--- src/rtl/ex_pkg.sv ---
// ============================================================================
// Module   : ex_pkg
// Brief    : Shared widths, ALU op codes and divider state encodings for EX.
// Revision : 1.0
// ============================================================================
`default_nettype none

package ex_pkg;

    localparam int REG_W      = 32;
    localparam int REG_ADDR_W = 5;
    localparam int ALU_OP_W   = 8;

    localparam logic [REG_W-1:0]      ZERO_WORD    = 32'h0000_0000;
    localparam logic [REG_ADDR_W-1:0] NOP_REG_ADDR = 5'b00000;

    localparam logic [ALU_OP_W-1:0] EXE_NOP_OP  = 8'h00;
    localparam logic [ALU_OP_W-1:0] EXE_SRL_OP  = 8'h02;
    localparam logic [ALU_OP_W-1:0] EXE_SRA_OP  = 8'h03;
    localparam logic [ALU_OP_W-1:0] EXE_DIV_OP  = 8'h1A;
    localparam logic [ALU_OP_W-1:0] EXE_DIVU_OP = 8'h1B;
    localparam logic [ALU_OP_W-1:0] EXE_ADDU_OP = 8'h21;
    localparam logic [ALU_OP_W-1:0] EXE_SUBU_OP = 8'h23;
    localparam logic [ALU_OP_W-1:0] EXE_AND_OP  = 8'h24;
    localparam logic [ALU_OP_W-1:0] EXE_OR_OP   = 8'h25;
    localparam logic [ALU_OP_W-1:0] EXE_XOR_OP  = 8'h26;
    localparam logic [ALU_OP_W-1:0] EXE_NOR_OP  = 8'h27;
    localparam logic [ALU_OP_W-1:0] EXE_SLT_OP  = 8'h2A;
    localparam logic [ALU_OP_W-1:0] EXE_SLTU_OP = 8'h2B;
    localparam logic [ALU_OP_W-1:0] EXE_SLL_OP  = 8'h7C;

    typedef enum logic [1:0] {
        DIV_IDLE = 2'd0,
        DIV_BUSY = 2'd1,
        DIV_DONE = 2'd2
    } div_state_t;

    // Two's-complement negate when en is set; also yields the magnitude of
    // 0x80000000 correctly when read as unsigned.
    function automatic logic [REG_W-1:0] neg_if(input logic [REG_W-1:0] v,
                                                input logic en);
        return en ? (~v + 32'd1) : v;
    endfunction

endpackage

`default_nettype wire

--- src/rtl/ex_div.sv ---
// ============================================================================
// Module   : ex_div
// Brief    : Iterative 32-step restoring divider with signed fixup (IDLE/BUSY/DONE).
// Revision : 1.0
// ============================================================================
`default_nettype none

module ex_div
    import ex_pkg::*;
(
    input  logic              clk,
    input  logic              rst,
    input  logic              start_i,
    input  logic              signed_i,
    input  logic [REG_W-1:0]  opdata1_i,
    input  logic [REG_W-1:0]  opdata2_i,
    output logic              ready_o,
    output logic [63:0]       result_o
);

    div_state_t        r_state;
    logic [4:0]        r_cnt;
    logic [REG_W-1:0]  r_rem;
    logic [REG_W-1:0]  r_quot;
    logic [REG_W-1:0]  r_divisor;
    logic              r_neg_q;
    logic              r_neg_r;
    logic [63:0]       r_result;

    logic [REG_W:0]    w_shift;
    logic [REG_W:0]    w_sub;
    logic              w_ge;
    logic [REG_W-1:0]  w_rem_next;
    logic [REG_W-1:0]  w_quot_next;
    logic              w_neg1;
    logic              w_neg2;

    // Dividend bits shift out of the quotient register into the partial
    // remainder one per step; the freed LSB collects the quotient bit.
    always_comb begin
        w_shift     = {r_rem, r_quot[REG_W-1]};
        w_sub       = w_shift - {1'b0, r_divisor};
        w_ge        = (w_shift >= {1'b0, r_divisor});
        w_rem_next  = w_ge ? w_sub[REG_W-1:0] : w_shift[REG_W-1:0];
        w_quot_next = {r_quot[REG_W-2:0], w_ge};
        w_neg1      = signed_i & opdata1_i[REG_W-1];
        w_neg2      = signed_i & opdata2_i[REG_W-1];
    end

    always_ff @(posedge clk) begin
        if (rst) begin
            r_state   <= DIV_IDLE;
            r_cnt     <= 5'd0;
            r_rem     <= ZERO_WORD;
            r_quot    <= ZERO_WORD;
            r_divisor <= ZERO_WORD;
            r_neg_q   <= 1'b0;
            r_neg_r   <= 1'b0;
            r_result  <= 64'd0;
        end else begin
            case (r_state)
                DIV_IDLE: begin
                    if (start_i) begin
                        if (opdata2_i == ZERO_WORD) begin
                            r_result <= 64'd0;
                            r_state  <= DIV_DONE;
                        end else begin
                            r_rem     <= ZERO_WORD;
                            r_quot    <= neg_if(opdata1_i, w_neg1);
                            r_divisor <= neg_if(opdata2_i, w_neg2);
                            r_neg_q   <= w_neg1 ^ w_neg2;
                            r_neg_r   <= w_neg1;
                            r_cnt     <= 5'd0;
                            r_state   <= DIV_BUSY;
                        end
                    end
                end
                DIV_BUSY: begin
                    r_rem  <= w_rem_next;
                    r_quot <= w_quot_next;
                    r_cnt  <= r_cnt + 5'd1;
                    if (r_cnt == 5'd31) begin
                        r_result <= {neg_if(w_rem_next, r_neg_r),
                                     neg_if(w_quot_next, r_neg_q)};
                        r_state  <= DIV_DONE;
                    end
                end
                DIV_DONE: begin
                    r_state <= DIV_IDLE;
                end
                default: begin
                    r_state <= DIV_IDLE;
                end
            endcase
        end
    end

    assign ready_o  = (r_state == DIV_DONE);
    assign result_o = r_result;

endmodule

`default_nettype wire

--- src/rtl/ex.sv ---
// ============================================================================
// Module   : ex
// Brief    : MIPS32 execute stage: ALU, divider stall control and EX/MEM latch.
// Revision : 1.0
// ============================================================================
`default_nettype none

module ex
    import ex_pkg::*;
(
    input  logic                  clk,
    input  logic                  rst,
    input  logic [ALU_OP_W-1:0]   aluop_i,
    input  logic [REG_W-1:0]      reg1_i,
    input  logic [REG_W-1:0]      reg2_i,
    input  logic [REG_ADDR_W-1:0] wd_i,
    input  logic                  wreg_i,
    output logic [REG_ADDR_W-1:0] wd_o,
    output logic                  wreg_o,
    output logic [REG_W-1:0]      wdata_o,
    output logic                  whilo_o,
    output logic [REG_W-1:0]      hi_o,
    output logic [REG_W-1:0]      lo_o,
    output logic                  stallreq_o
);

    logic              w_is_div;
    logic              w_div_ready;
    logic [63:0]       w_div_result;
    logic [REG_W-1:0]  w_alu;
    logic [4:0]        w_sa;

    assign w_is_div = (aluop_i == EXE_DIV_OP) || (aluop_i == EXE_DIVU_OP);
    assign w_sa     = reg1_i[4:0];

    ex_div u_div (
        .clk       (clk),
        .rst       (rst),
        .start_i   (w_is_div),
        .signed_i  (aluop_i == EXE_DIV_OP),
        .opdata1_i (reg1_i),
        .opdata2_i (reg2_i),
        .ready_o   (w_div_ready),
        .result_o  (w_div_result)
    );

    // Inputs are held during a stall, so a divide op is still on aluop_i
    // in every IDLE-with-start and BUSY cycle; DONE releases the pipeline.
    assign stallreq_o = w_is_div && !w_div_ready;

    always_comb begin
        w_alu = ZERO_WORD;
        case (aluop_i)
            EXE_ADDU_OP: w_alu = reg1_i + reg2_i;
            EXE_SUBU_OP: w_alu = reg1_i - reg2_i;
            EXE_AND_OP:  w_alu = reg1_i & reg2_i;
            EXE_OR_OP:   w_alu = reg1_i | reg2_i;
            EXE_XOR_OP:  w_alu = reg1_i ^ reg2_i;
            EXE_NOR_OP:  w_alu = ~(reg1_i | reg2_i);
            EXE_SLT_OP:  w_alu = {31'd0, $signed(reg1_i) < $signed(reg2_i)};
            EXE_SLTU_OP: w_alu = {31'd0, reg1_i < reg2_i};
            EXE_SLL_OP:  w_alu = reg2_i << w_sa;
            EXE_SRL_OP:  w_alu = reg2_i >> w_sa;
            EXE_SRA_OP:  w_alu = $unsigned($signed(reg2_i) >>> w_sa);
            default:     w_alu = ZERO_WORD;
        endcase
    end

    always_ff @(posedge clk) begin
        if (rst) begin
            wd_o    <= NOP_REG_ADDR;
            wreg_o  <= 1'b0;
            wdata_o <= ZERO_WORD;
            whilo_o <= 1'b0;
            hi_o    <= ZERO_WORD;
            lo_o    <= ZERO_WORD;
        end else if (stallreq_o) begin
            wd_o    <= NOP_REG_ADDR;
            wreg_o  <= 1'b0;
            wdata_o <= ZERO_WORD;
            whilo_o <= 1'b0;
        end else if (w_div_ready) begin
            wd_o    <= wd_i;
            wreg_o  <= 1'b0;
            wdata_o <= ZERO_WORD;
            whilo_o <= 1'b1;
            hi_o    <= w_div_result[63:32];
            lo_o    <= w_div_result[31:0];
        end else begin
            wd_o    <= wd_i;
            wreg_o  <= wreg_i;
            wdata_o <= w_alu;
            whilo_o <= 1'b0;
        end
    end

endmodule

`default_nettype wire

--- config.mk ---
export PLATFORM = sky130hd
export DESIGN_NAME = ex
export DESIGN_NICKNAME = d
export VERILOG_FILES = /design/src/rtl/ex_pkg.sv /design/src/rtl/ex_div.sv /design/src/rtl/ex.sv
export SDC_FILE = /design/constraint.sdc
export NUM_CORES = 1
export LEC_CHECK = 0
export BUFFER_PORTS_ARGS = -buffer_cell sky130_fd_sc_hd__buf_2
export CAP_MARGIN = 20
export CORE_UTILIZATION = 50
export DETAILED_ROUTE_END_ITERATION = 8
export HOLD_SLACK_MARGIN = 0.06
export PLACE_DENSITY_LB_ADDON = 0.25
export SLEW_MARGIN = 20
export SYNTH_ARGS = -nofsm -noshare
export SYNTH_HDL_FRONTEND = slang
export SYNTH_SLANG_ARGS = --single-unit
export TNS_END_PERCENT = 5
--- constraint.sdc ---
create_clock -name clk -period 7.8 [get_ports clk]
set_input_delay 1.95 -clock clk [delete_from_list [all_inputs] [get_ports clk]]
set_output_delay 1.95 -clock clk [all_outputs]
set_load 0.01 [all_outputs]
== Word level (Yosys, flattened, before mapping) ==
Cells that the tools add are included.
Word-level totals
  flip-flop bits (word level): 272
  input port bits: 80
  output and inout bits: 104
  logic and storage cells: 98
Cells by class
  add/subtract/negate cells: 8
  order comparisons: 3
  equal/unequal tests: 20
  shift-type cells: 3
  muxes and demuxes: 24
  bitwise gates (word level): 13
  reduce and logical (&&, ||, !) cells: 13
Operator list (count)
  case mux 32 bit (11 select lines): 1
  2-to-1 mux 32 bit: 9
  2-to-1 mux 64 bit: 3
  NOT 32 bit: 5
  adder 32 x 1 -> 32 bit (second input constant): 4
  case mux 32 bit (2 select lines): 2
  case mux 64 bit (2 select lines): 1
  == test 8 x 6 -> 1 bit (second input constant): 8
  less-than comparator 32 bit: 2
  subtractor 32 bit: 2
  greater-or-equal comparator 33 x 32 -> 1 bit: 1
  adder 32 bit: 1
  AND 32 bit: 1
  logical NOT 32 bit: 1
  bitwise OR 32 bit: 1
  << shifter 32 x 5 -> 32 bit: 1
  right shift 32 x 5 -> 32 bit: 1
  >>> shifter 32 x 5 -> 32 bit: 1
  bitwise XOR 32 bit: 1
  == test 8 x 2 -> 1 bit (second input constant): 2
  == test 8 x 5 -> 1 bit (second input constant): 2
  2-to-1 mux 5 bit: 2
  case mux 5 bit (2 select lines): 1
  == test 8 x 7 -> 1 bit (second input constant): 1
  22 further kinds: 30

== Depth between registers and ports, before layout ==
Gate-level depths: netlist (run 1).
  word-level depth: 7
  gate-level depth with buffers: 25
  depth with buffers taken out: 19

== Modules after synthesis ==
Synthesis (run 1) repeated with hierarchy kept, for this count alone.
Second synthesis, totals
  cell total of the unflattened synthesis: 3151
  area, all modules: 23651.4 µm²
By module, submodules not included
  ex: times used 1, cells an instance 1642, area each 11989.0 µm², seq. area each 2062.0 µm²
  ex_div: times used 1, cells an instance 1509, area each 11662.4 µm², seq. area each 3383.2 µm²

== Worst setup path before layout (run 1) ==
Ideal clock, no wire load.
  path kind: input -> register
  start point: in reg1_i[0]
  end point: reg wdata_o[30]
  setup time: 132 ps
  arrival time: 6383 ps
  required time: 7668 ps
  path slack: 1284 ps
  cell stages on the path: 19
  buffers on the path: 3
  cell sequence: buf_1 -> clkinv_1 -> buf_1 -> buf_1 -> ha_1 -> inv_1 -> fa_1 -> nand2b_1 -> a21oi_1 -> o21ai_0 -> a211oi_1 -> a21oi_1 -> o41ai_1 -> a21o_1 -> a2111oi_0 -> nor4bb_1 -> mux2_2 -> a211oi_1 -> a31oi_1
On the way
  cells in the longest elaborated chain, start to end: 2
  elaborated cells between the ends (all ways): 6
  those cells by class: add/sub (2); shift (3); mux (1)
RTL lines
  start: declaration: line ex.sv:14  | input logic [REG_W-1:0] reg1_i,
  subtractor 32 bit (tied with other cells): line ex.sv:55  | EXE_SUBU_OP: w_alu = reg1_i - reg2_i;
  case mux 32 bit (11 select lines) (*): line ex.sv:53  | case (aluop_i)
  end signal: assignment: line ex.sv:92  | wdata_o <= w_alu;
  end: declaration: line ex.sv:20  | output logic [REG_W-1:0] wdata_o,
Every way passes the cells marked *; elsewhere a longest branch is shown, timed or not.
A chain may end at the register's enable or synchronous reset.

== Worst setup path in the final report (run 1) ==
  start point: in reg1_i[2]
  end point: reg wdata_o[30]
Same word-level chain as after synthesis.

==> run summary, run 1 <==
post-synthesis cell count: 3069
Initial DRC Count: 2931
Starting Density: 51.11%
final HPWL from detailed placement: 69.03 mm
Yosys cell types: 84
RSZ-0062 raised after global routing: false
clock tree from TritonCTS: done
Reg2Reg Depth: 18
cell depth of the worst min-delay path: 2
Clock transition at path regs: 70 ps
post-synthesis net count: 3286
total grt overflow: 0
Worst-Skew Late Latency: 610 ps
Post-CTS Repair Setup Buffers: 0
Hold Path Sink: lo_o[27]
final setup violating endpoints: 0
Setup CP Type: in2reg
antenna violations before repair: 5
register bit total from synthesis: 272
top layer reached by signal wires: met5
vias in the first global route: 21694
biggest fanout along the worst timing path: 60
Synth Flop Type: sky130_fd_sc_hd__dfxtp_1
largest net degree at the start of global routing: 147
met1 WL: 38.83 mm
remaining max-slew budget at the tightest pin: 26.18%
CP required: 8280 ps
share of cell area taken by muxes after synthesis: 5.403%
Hold Crit Class: reg2reg
fraction of registers with async set or reset after synthesis: 0%
library cell used as clock root buffer: sky130_fd_sc_hd__clkbuf_16
average size of a mapped cell: 7.236 µm²
XOR/XNOR Fraction of Synth Area: 6.034%
arrival time worst endpoint: 6370 ps
clock period minus final worst setup slack: 5892 ps
dominant combinational cell family by area after synthesis: compound AO/OA/AOI/OAI gates
wire per inst: 24.25 µm
kind of end point of the critical path: flip-flop
arithmetic-cell share of the synthesized area counting full adders, half adders and majority gates: 7.820%
count of yosys warnings during synthesis: 0
number of top-level pins: 184
netlist area before placement: 22210 µm²
result of the run: finished, final reports clean
maxcap violations: 0
vertical die dimension: 212.8 µm
area fraction in compound gates after synthesis: 29.00%
Max Freq: 169.7 MHz
final routed wirelength across all metal layers: 89.69 mm
CP Launch Type: input pin
fin util: 56.02%
capture point of the worst reg-to-reg path: u_div.result_o[26]
wire length on met3: 9.432 mm
floorplan core area: 43460 µm²
# clock sinks: 272
area of all placed cells without fillers: 24340 µm²
Antenna Violating Nets Remaining: 0
final setup TNS: 0 ps
startpoint of the worst hold path: lo_o[27]
Die X: 212.8 µm
H-tree Lvls: 1
Net count, final: 3308
buffer levels on the longest clock path: 3
fraction of final layout cells with drive strength greater than 1: 10.74%
placed standard-cell area: 23330 µm²
Fin. Hold Viols: 0
Final Max Slew Viols: 0
worst voltage drop across the vdd grid: 181.3 µV
number of buffer cells added on primary ports: 183
number of optimization iterations in the first detailed-route pass: 7
wire length on met2: 37.09 mm
worst-case register-to-register setup slack: 2610 ps
Worst R2R Start: u_div.r_rem[12]
area enclosed by the die boundary: 45260 µm²
all-layer global routing usage: 38.57%
Hold-fix buffers, CTS: 0
Cell Rows: 76
largest clock skew in the final design: 23.35 ps
Gates resized, CTS repair: 0
DRC violations left: 0
via-per-instance ratio: 6.540
Num CTS Buffers: 30
count of filler cells inserted in the layout: 4259
Area growth syn-to-layout: 9.611%
overall via count from detail_route: 24192
post-synthesis share of cell area spent on and, or, nand and nor gates: 20.80%
final worst path period share: 75.54%
sequential area share after synthesis: 24.52%
total power per unit cell area: 157.6 nW/µm²
wire length of the first global-routing pass: 132.9 mm
number of enable flip-flop cells after synthesis: 0
placer's final routability congestion estimate: 1.059
Slew @ Worst Pin: 1107 ps
leakage component of the power: 0.009859 µW
==> layout make-up <==
cell class / count / area [µm²] / area share [%]
timing repair buffer: 219 / 1192 / 4.898
tap: 585 / 732.0 / 3.007
antenna: 5 / 12.51 / 0.05140
sequential: 272 / 5445 / 22.37
multi-input combinational: 2421 / 15410 / 63.31
clock inverter: 15 / 197.7 / 0.8121
clock buffer: 35 / 799.5 / 3.284
inverter: 147 / 551.8 / 2.267
==> kinds of logic (layout without fill, tap and decap cells) <==
family / Yosys count / in the layout
AND/OR/NAND/NOR: 1041 / 1041
AO/OA/AOI/OAI: 990 / 990
buffers and inverters: 376 / 416
flip-flops: 272 / 272
XOR/XNOR: 153 / 153
adder cells (fa/ha/maj): 137 / 137
multiplexers: 100 / 100
other: 0 / 5
==> power by group <==
part	switching, µW	internal, µW	total (µW)
clock network	622	833	1450
registers	3.13	1390	1400
logic	668	316	984
==> synthesized netlist by cell type (7+ instances only) <==
master / instances / area [µm²]
sky130_fd_sc_hd__o2111ai_1: 7 / 61.31
sky130_fd_sc_hd__o41ai_1: 14 / 122.6
sky130_fd_sc_hd__nor3_1: 73 / 365.4
sky130_fd_sc_hd__o22ai_1: 19 / 118.9
sky130_fd_sc_hd__buf_2: 7 / 35.03
sky130_fd_sc_hd__a222oi_1: 33 / 330.3
sky130_fd_sc_hd__buf_1: 23 / 86.33
sky130_fd_sc_hd__o211ai_1: 31 / 232.7
sky130_fd_sc_hd__a221o_1: 17 / 170.2
sky130_fd_sc_hd__or2_2: 12 / 75.07
sky130_fd_sc_hd__or4_1: 7 / 52.55
sky130_fd_sc_hd__or3_1: 25 / 156.4
sky130_fd_sc_hd__a221oi_1: 19 / 166.4
sky130_fd_sc_hd__a211oi_1: 67 / 503.0
sky130_fd_sc_hd__xnor2_1: 122 / 1069
sky130_fd_sc_hd__dfxtp_1: 272 / 5445
sky130_fd_sc_hd__ha_1: 134 / 1677
sky130_fd_sc_hd__a22oi_1: 62 / 465.5
sky130_fd_sc_hd__o21ai_0: 200 / 1001
sky130_fd_sc_hd__mux4_2: 15 / 337.8
sky130_fd_sc_hd__and3_1: 13 / 81.33
sky130_fd_sc_hd__o221ai_1: 13 / 113.9
sky130_fd_sc_hd__inv_1: 142 / 533.0
sky130_fd_sc_hd__xor2_1: 31 / 271.5
sky130_fd_sc_hd__nand2_1: 355 / 1333
sky130_fd_sc_hd__nor4_1: 24 / 150.1
sky130_fd_sc_hd__mux2_2: 9 / 101.4
sky130_fd_sc_hd__o21bai_1: 20 / 150.1
sky130_fd_sc_hd__and2_1: 18 / 112.6
sky130_fd_sc_hd__a21oi_1: 289 / 1446
sky130_fd_sc_hd__nand4_1: 21 / 131.4
sky130_fd_sc_hd__nand2b_1: 26 / 162.7
sky130_fd_sc_hd__clkbuf_1: 197 / 739.5
sky130_fd_sc_hd__a211o_1: 7 / 61.31
sky130_fd_sc_hd__a22o_1: 28 / 245.2
sky130_fd_sc_hd__mux2i_1: 76 / 760.7
sky130_fd_sc_hd__nor2_1: 385 / 1445
sky130_fd_sc_hd__a31oi_1: 36 / 225.2
sky130_fd_sc_hd__o21a_1: 13 / 97.59
sky130_fd_sc_hd__nor2b_1: 15 / 93.84
sky130_fd_sc_hd__o31ai_1: 37 / 277.8
sky130_fd_sc_hd__nand3_1: 37 / 185.2
sky130_fd_sc_hd__a21o_1: 27 / 202.7
==> worst max path at each step <==
| stage | end | startpoint | depth (start not counted) |
|---|---|---|---|
| 2_1_floorplan | wdata_o[30] | reg1_i[0] | 19 |
| 3_3_place_gp | wdata_o[30] | reg1_i[2] | 15 |
| 3_5_place_dp | wdata_o[30] | reg1_i[2] | 15 |
| 4_1_cts | wdata_o[30] | reg1_i[2] | 15 |
| 5_1_grt | wdata_o[30] | reg1_i[2] | 15 |
| 6_report | wdata_o[30] | reg1_i[2] | 15 |
==> through the flow <==
step | total power (µW) | std cells | setup WS, ps | hold WS, ps
2_1_floorplan | 2057 | 3069 | 1284 | 424.9
3_3_place_gp | 2356 | 3644 | 1590 | 439.5
3_5_place_dp | 2365 | 3644 | 1534 | 443.9
4_1_cts | 3807 | 3694 | 2127 | 452.2
5_1_grt | 3963 | 3697 | 1817 | 463.7
6_report | 3836 | 3699 | 1908 | 449.6
==> worst max-delay path, cell delays in order <==
cell                        delay (ps)
sky130_fd_sc_hd__buf_2             100
sky130_fd_sc_hd__buf_4             510
sky130_fd_sc_hd__ha_1              270
sky130_fd_sc_hd__inv_1              50
sky130_fd_sc_hd__a21oi_1           200
sky130_fd_sc_hd__o21ai_0           150
sky130_fd_sc_hd__a211oi_1          440
sky130_fd_sc_hd__a21oi_1           270
sky130_fd_sc_hd__o41ai_1           870
sky130_fd_sc_hd__a21o_1            240
sky130_fd_sc_hd__a2111oi_0         150
sky130_fd_sc_hd__nor4bb_1          400
sky130_fd_sc_hd__mux2_2            380
sky130_fd_sc_hd__a211oi_1          240
sky130_fd_sc_hd__a31oi_1           120
==> cells in the final DEF, fill, tap and decap left out, types with 23 or more instances in the layout <==
cell	count
sky130_fd_sc_hd__nor2_1	385
sky130_fd_sc_hd__nand2_1	354
sky130_fd_sc_hd__a21oi_1	289
sky130_fd_sc_hd__dfxtp_1	272
sky130_fd_sc_hd__o21ai_0	200
sky130_fd_sc_hd__buf_2	182
sky130_fd_sc_hd__inv_1	142
sky130_fd_sc_hd__ha_1	134
sky130_fd_sc_hd__xnor2_1	122
sky130_fd_sc_hd__mux2i_1	76
sky130_fd_sc_hd__nor3_1	71
sky130_fd_sc_hd__a211oi_1	67
sky130_fd_sc_hd__a22oi_1	62
sky130_fd_sc_hd__nand3_1	37
sky130_fd_sc_hd__o31ai_1	37
sky130_fd_sc_hd__a31oi_1	36
sky130_fd_sc_hd__buf_4	36
sky130_fd_sc_hd__a222oi_1	33
sky130_fd_sc_hd__o211ai_1	31
sky130_fd_sc_hd__xor2_1	31
sky130_fd_sc_hd__clkbuf_16	30
sky130_fd_sc_hd__a22o_1	28
sky130_fd_sc_hd__a21o_1	27
sky130_fd_sc_hd__nand2b_1	24
sky130_fd_sc_hd__or3_1	24
sky130_fd_sc_hd__nor4_1	23
==> registers in the layout, summed over array words and instances (netlist names), 2 cells and up <==
register,cells
u_div.result_o,64
u_div.r_divisor,32
u_div.r_state,2
lo_o,32
u_div.r_quot,32
hi_o,32
u_div.r_rem,32
wdata_o,32
wd_o,5
u_div.r_cnt,5
==> routing by layer <==
layer,vias up,GRT usage (%)
met4,4,16.87
li1,11107,-
met3,240,8.560
met2,1335,56.34
met5,-,0
met1,11506,53.94
Power figures use the tool's default switching activity.
==> inputs of run 2 (changes only) <==
clock period = 5.9 ns   (was 7.8 ns; I/O delays follow)
==> run summary, run 2 (synthesized netlist as in run 1, its figures left out) <==
number of optimization iterations in the first detailed-route pass: 6
biggest fanout along the worst timing path: 8
Net count, final: 3316
clock tree from TritonCTS: done
final worst path period share: 83.36%
Max Freq: 203.3 MHz
worst path buffer plus inverter count: 2
H-tree Lvls: 1
DRC violations left: 0
Hold Path Sink: lo_o[25]
antenna violations before repair: 6
kind of end point of the critical path: flip-flop
commonest non-fill, non-tap cell in the layout: sky130_fd_sc_hd__nor2_1
placer's final routability congestion estimate: 1.083
CP Launch Type: input pin
cell depth of the worst min-delay path: 2
final setup violating endpoints: 0
buffer levels on the longest clock path: 3
Hold-fix buffers, CTS: 0
Final Max Slew Viols: 0
all-layer global routing usage: 36.71%
remaining max-slew budget at the tightest pin: 22.64%
CP required: 6360 ps
vertical die dimension: 212.8 µm
total grt overflow: 0
Fin. Hold Viols: 0
arrival time worst endpoint: 5370 ps
wire per inst: 23.08 µm
library cell used as clock root buffer: sky130_fd_sc_hd__clkbuf_16
Clock transition at path regs: 70 ps
vias in the first global route: 21381
# clock sinks: 272
largest net degree at the start of global routing: 91
Num CTS Buffers: 29
leakage component of the power: 0.009872 µW
kind of cell adding the most delay to the critical path: compound AO/OA/AOI/OAI gates
capture point of the worst reg-to-reg path: u_div.result_o[26]
Cell Rows: 76
fraction of final layout cells with drive strength greater than 1: 11.00%
worst path cell trace: buf_2, inv_1, ha_1, nand2b_1, a21oi_1, o21ai_0, a211oi_1, a21oi_1, o41ai_2, a21o_1, a2111oi_0, nor4bb_1, mux2_2, a211oi_1, a31oi_1
Worst R2R Start: u_div.r_rem[5]
wire length of the first global-routing pass: 128.1 mm
largest incremental delay on the critical path: 530 ps
Hold Slack: 450.7 ps
Gates resized, CTS repair: 0
Starting Density: 51.11%
Worst-Skew Late Latency: 590 ps
Initial DRC Count: 2968
total power per unit cell area: 200.5 nW/µm²
Setup CP Type: in2reg
Largest register FFs: 64
clock period minus final worst setup slack: 4918 ps
Die X: 212.8 µm
floorplan core area: 43460 µm²
final setup TNS: 0 ps
Slew @ Worst Pin: 1153 ps
final HPWL from detailed placement: 65.59 mm
number of buffer cells added on primary ports: 183
slowest cell on the critical path: sky130_fd_sc_hd__o41ai_2
commonest non-fill, non-tap cells in the layout: sky130_fd_sc_hd__nor2_1 (385), sky130_fd_sc_hd__nand2_1 (354), sky130_fd_sc_hd__a21oi_1 (289), sky130_fd_sc_hd__dfxtp_1 (272), sky130_fd_sc_hd__o21ai_0 (200)
maxcap violations: 0
via-per-instance ratio: 6.457
worst voltage drop across the vdd grid: 204.4 µV
largest clock skew in the final design: 14.46 ps
area enclosed by the die boundary: 45260 µm²
startpoint of the worst hold path: lo_o[25]
total power draw: 4882 µW
RSZ-0062 raised after global routing: false
final routed wirelength across all metal layers: 85.64 mm
Post-CTS Repair Setup Buffers: 0
result of the run: finished, final reports clean
overall via count from detail_route: 23954
count of filler cells inserted in the layout: 4291
Hold Crit Class: reg2reg
Reg2Reg Depth: 18
worst-case register-to-register setup slack: 990 ps
Area growth syn-to-layout: 9.634%
number of top-level pins: 184
Antenna Violating Nets Remaining: 0
## run 2: cell types whose count changed in the layout (fill, tap and decap cells not counted), sizes merged
cell | before | now
diode | 5 | 6
bufinv | 3 | 1
clkbuf | 35 | 33
buf | 219 | 228
clkinv | 10 | 14
clkinvlp | 3 | 4
## run 2: worst max path at each step
| stage | endpoint | startpoint | slack (ps) | cells past startpoint |
|---|---|---|---|---|
| 2_1_floorplan | wdata_o[30] | reg1_i[0] | 10 | 19 |
| 3_3_place_gp | u_div.r_quot[30] | reg1_i[2] | 470 | 11 |
| 3_5_place_dp | wdata_o[30] | reg2_i[2] | 520 | 15 |
| 4_1_cts | wdata_o[30] | reg2_i[2] | 1100 | 15 |
| 5_1_grt | wdata_o[28] | reg2_i[0] | 690 | 15 |
| 6_report | wdata_o[30] | reg2_i[2] | 980 | 15 |
## run 2: final cells by class
| class | instances | area (µm²) | area share (%) |
|---|---|---|---|
| antenna | 6 | 15.01 | 0.06166 |
| clock buffer | 33 | 740.7 | 3.042 |
| clock inverter | 18 | 158.9 | 0.6526 |
| inverter | 147 | 551.8 | 2.266 |
| multi-input combinational | 2421 | 15420 | 63.33 |
| sequential | 272 | 5445 | 22.36 |
| tap | 585 | 732.0 | 3.006 |
| timing repair buffer | 228 | 1285 | 5.277 |
## run 2: worst register-to-register path, stage by stage, from the launching register on
cell and delay [ps]:
sky130_fd_sc_hd__dfxtp_1 590, sky130_fd_sc_hd__ha_1 420, sky130_fd_sc_hd__nand4_1 310, sky130_fd_sc_hd__nor4_1 110, sky130_fd_sc_hd__a21oi_1 200, sky130_fd_sc_hd__o211ai_1 150
sky130_fd_sc_hd__or3_2 720, sky130_fd_sc_hd__inv_2 150, sky130_fd_sc_hd__ha_1 220, sky130_fd_sc_hd__nand3_1 130, sky130_fd_sc_hd__or4_1 500, sky130_fd_sc_hd__or2_2 330
sky130_fd_sc_hd__inv_1 60, sky130_fd_sc_hd__nand2_1 100, sky130_fd_sc_hd__o41ai_1 370, sky130_fd_sc_hd__xor2_1 180, sky130_fd_sc_hd__nor3_1 60, sky130_fd_sc_hd__a21oi_1 140
sky130_fd_sc_hd__nor2_1 50
## run 2: per-layer routing
layer | part of all wire (%) | global-route usage (%) | vias to the layer above
met4 | 5.0 | 16.99 | 2
met1 | 43 | 51.51 | 11279
li1 | - | - | 11123
met3 | 10 | 6.413 | 205
met2 | 42 | 54.33 | 1345
met5 | 0.015 | 0 | -
## run 2: report_power, final
part           leakage, µW  switching (µW)  internal (µW)  total, µW
Sequential         0.00219            3.99           1840       1850
Combinational      0.00724             845            421       1270
Clock             0.000435             814            955       1770
Total              0.00987            1660           3220       4880
## run 2: through the flow
| stage | utilization [%] | setup slack (ps) | area [µm²] | cells |
|---|---|---|---|---|
| 2_1_floorplan | - | 12.38 | 22220 | 3069 |
| 3_3_place_gp | 53.90 | 468.7 | 23430 | 3653 |
| 3_5_place_dp | 53.92 | 519.1 | 23430 | 3653 |
| 4_1_cts | 55.99 | 1099 | 24330 | 3704 |
| 5_1_grt | 56.02 | 686.9 | 24340 | 3708 |
| 6_report | 56.03 | 982.0 | 24350 | 3710 |
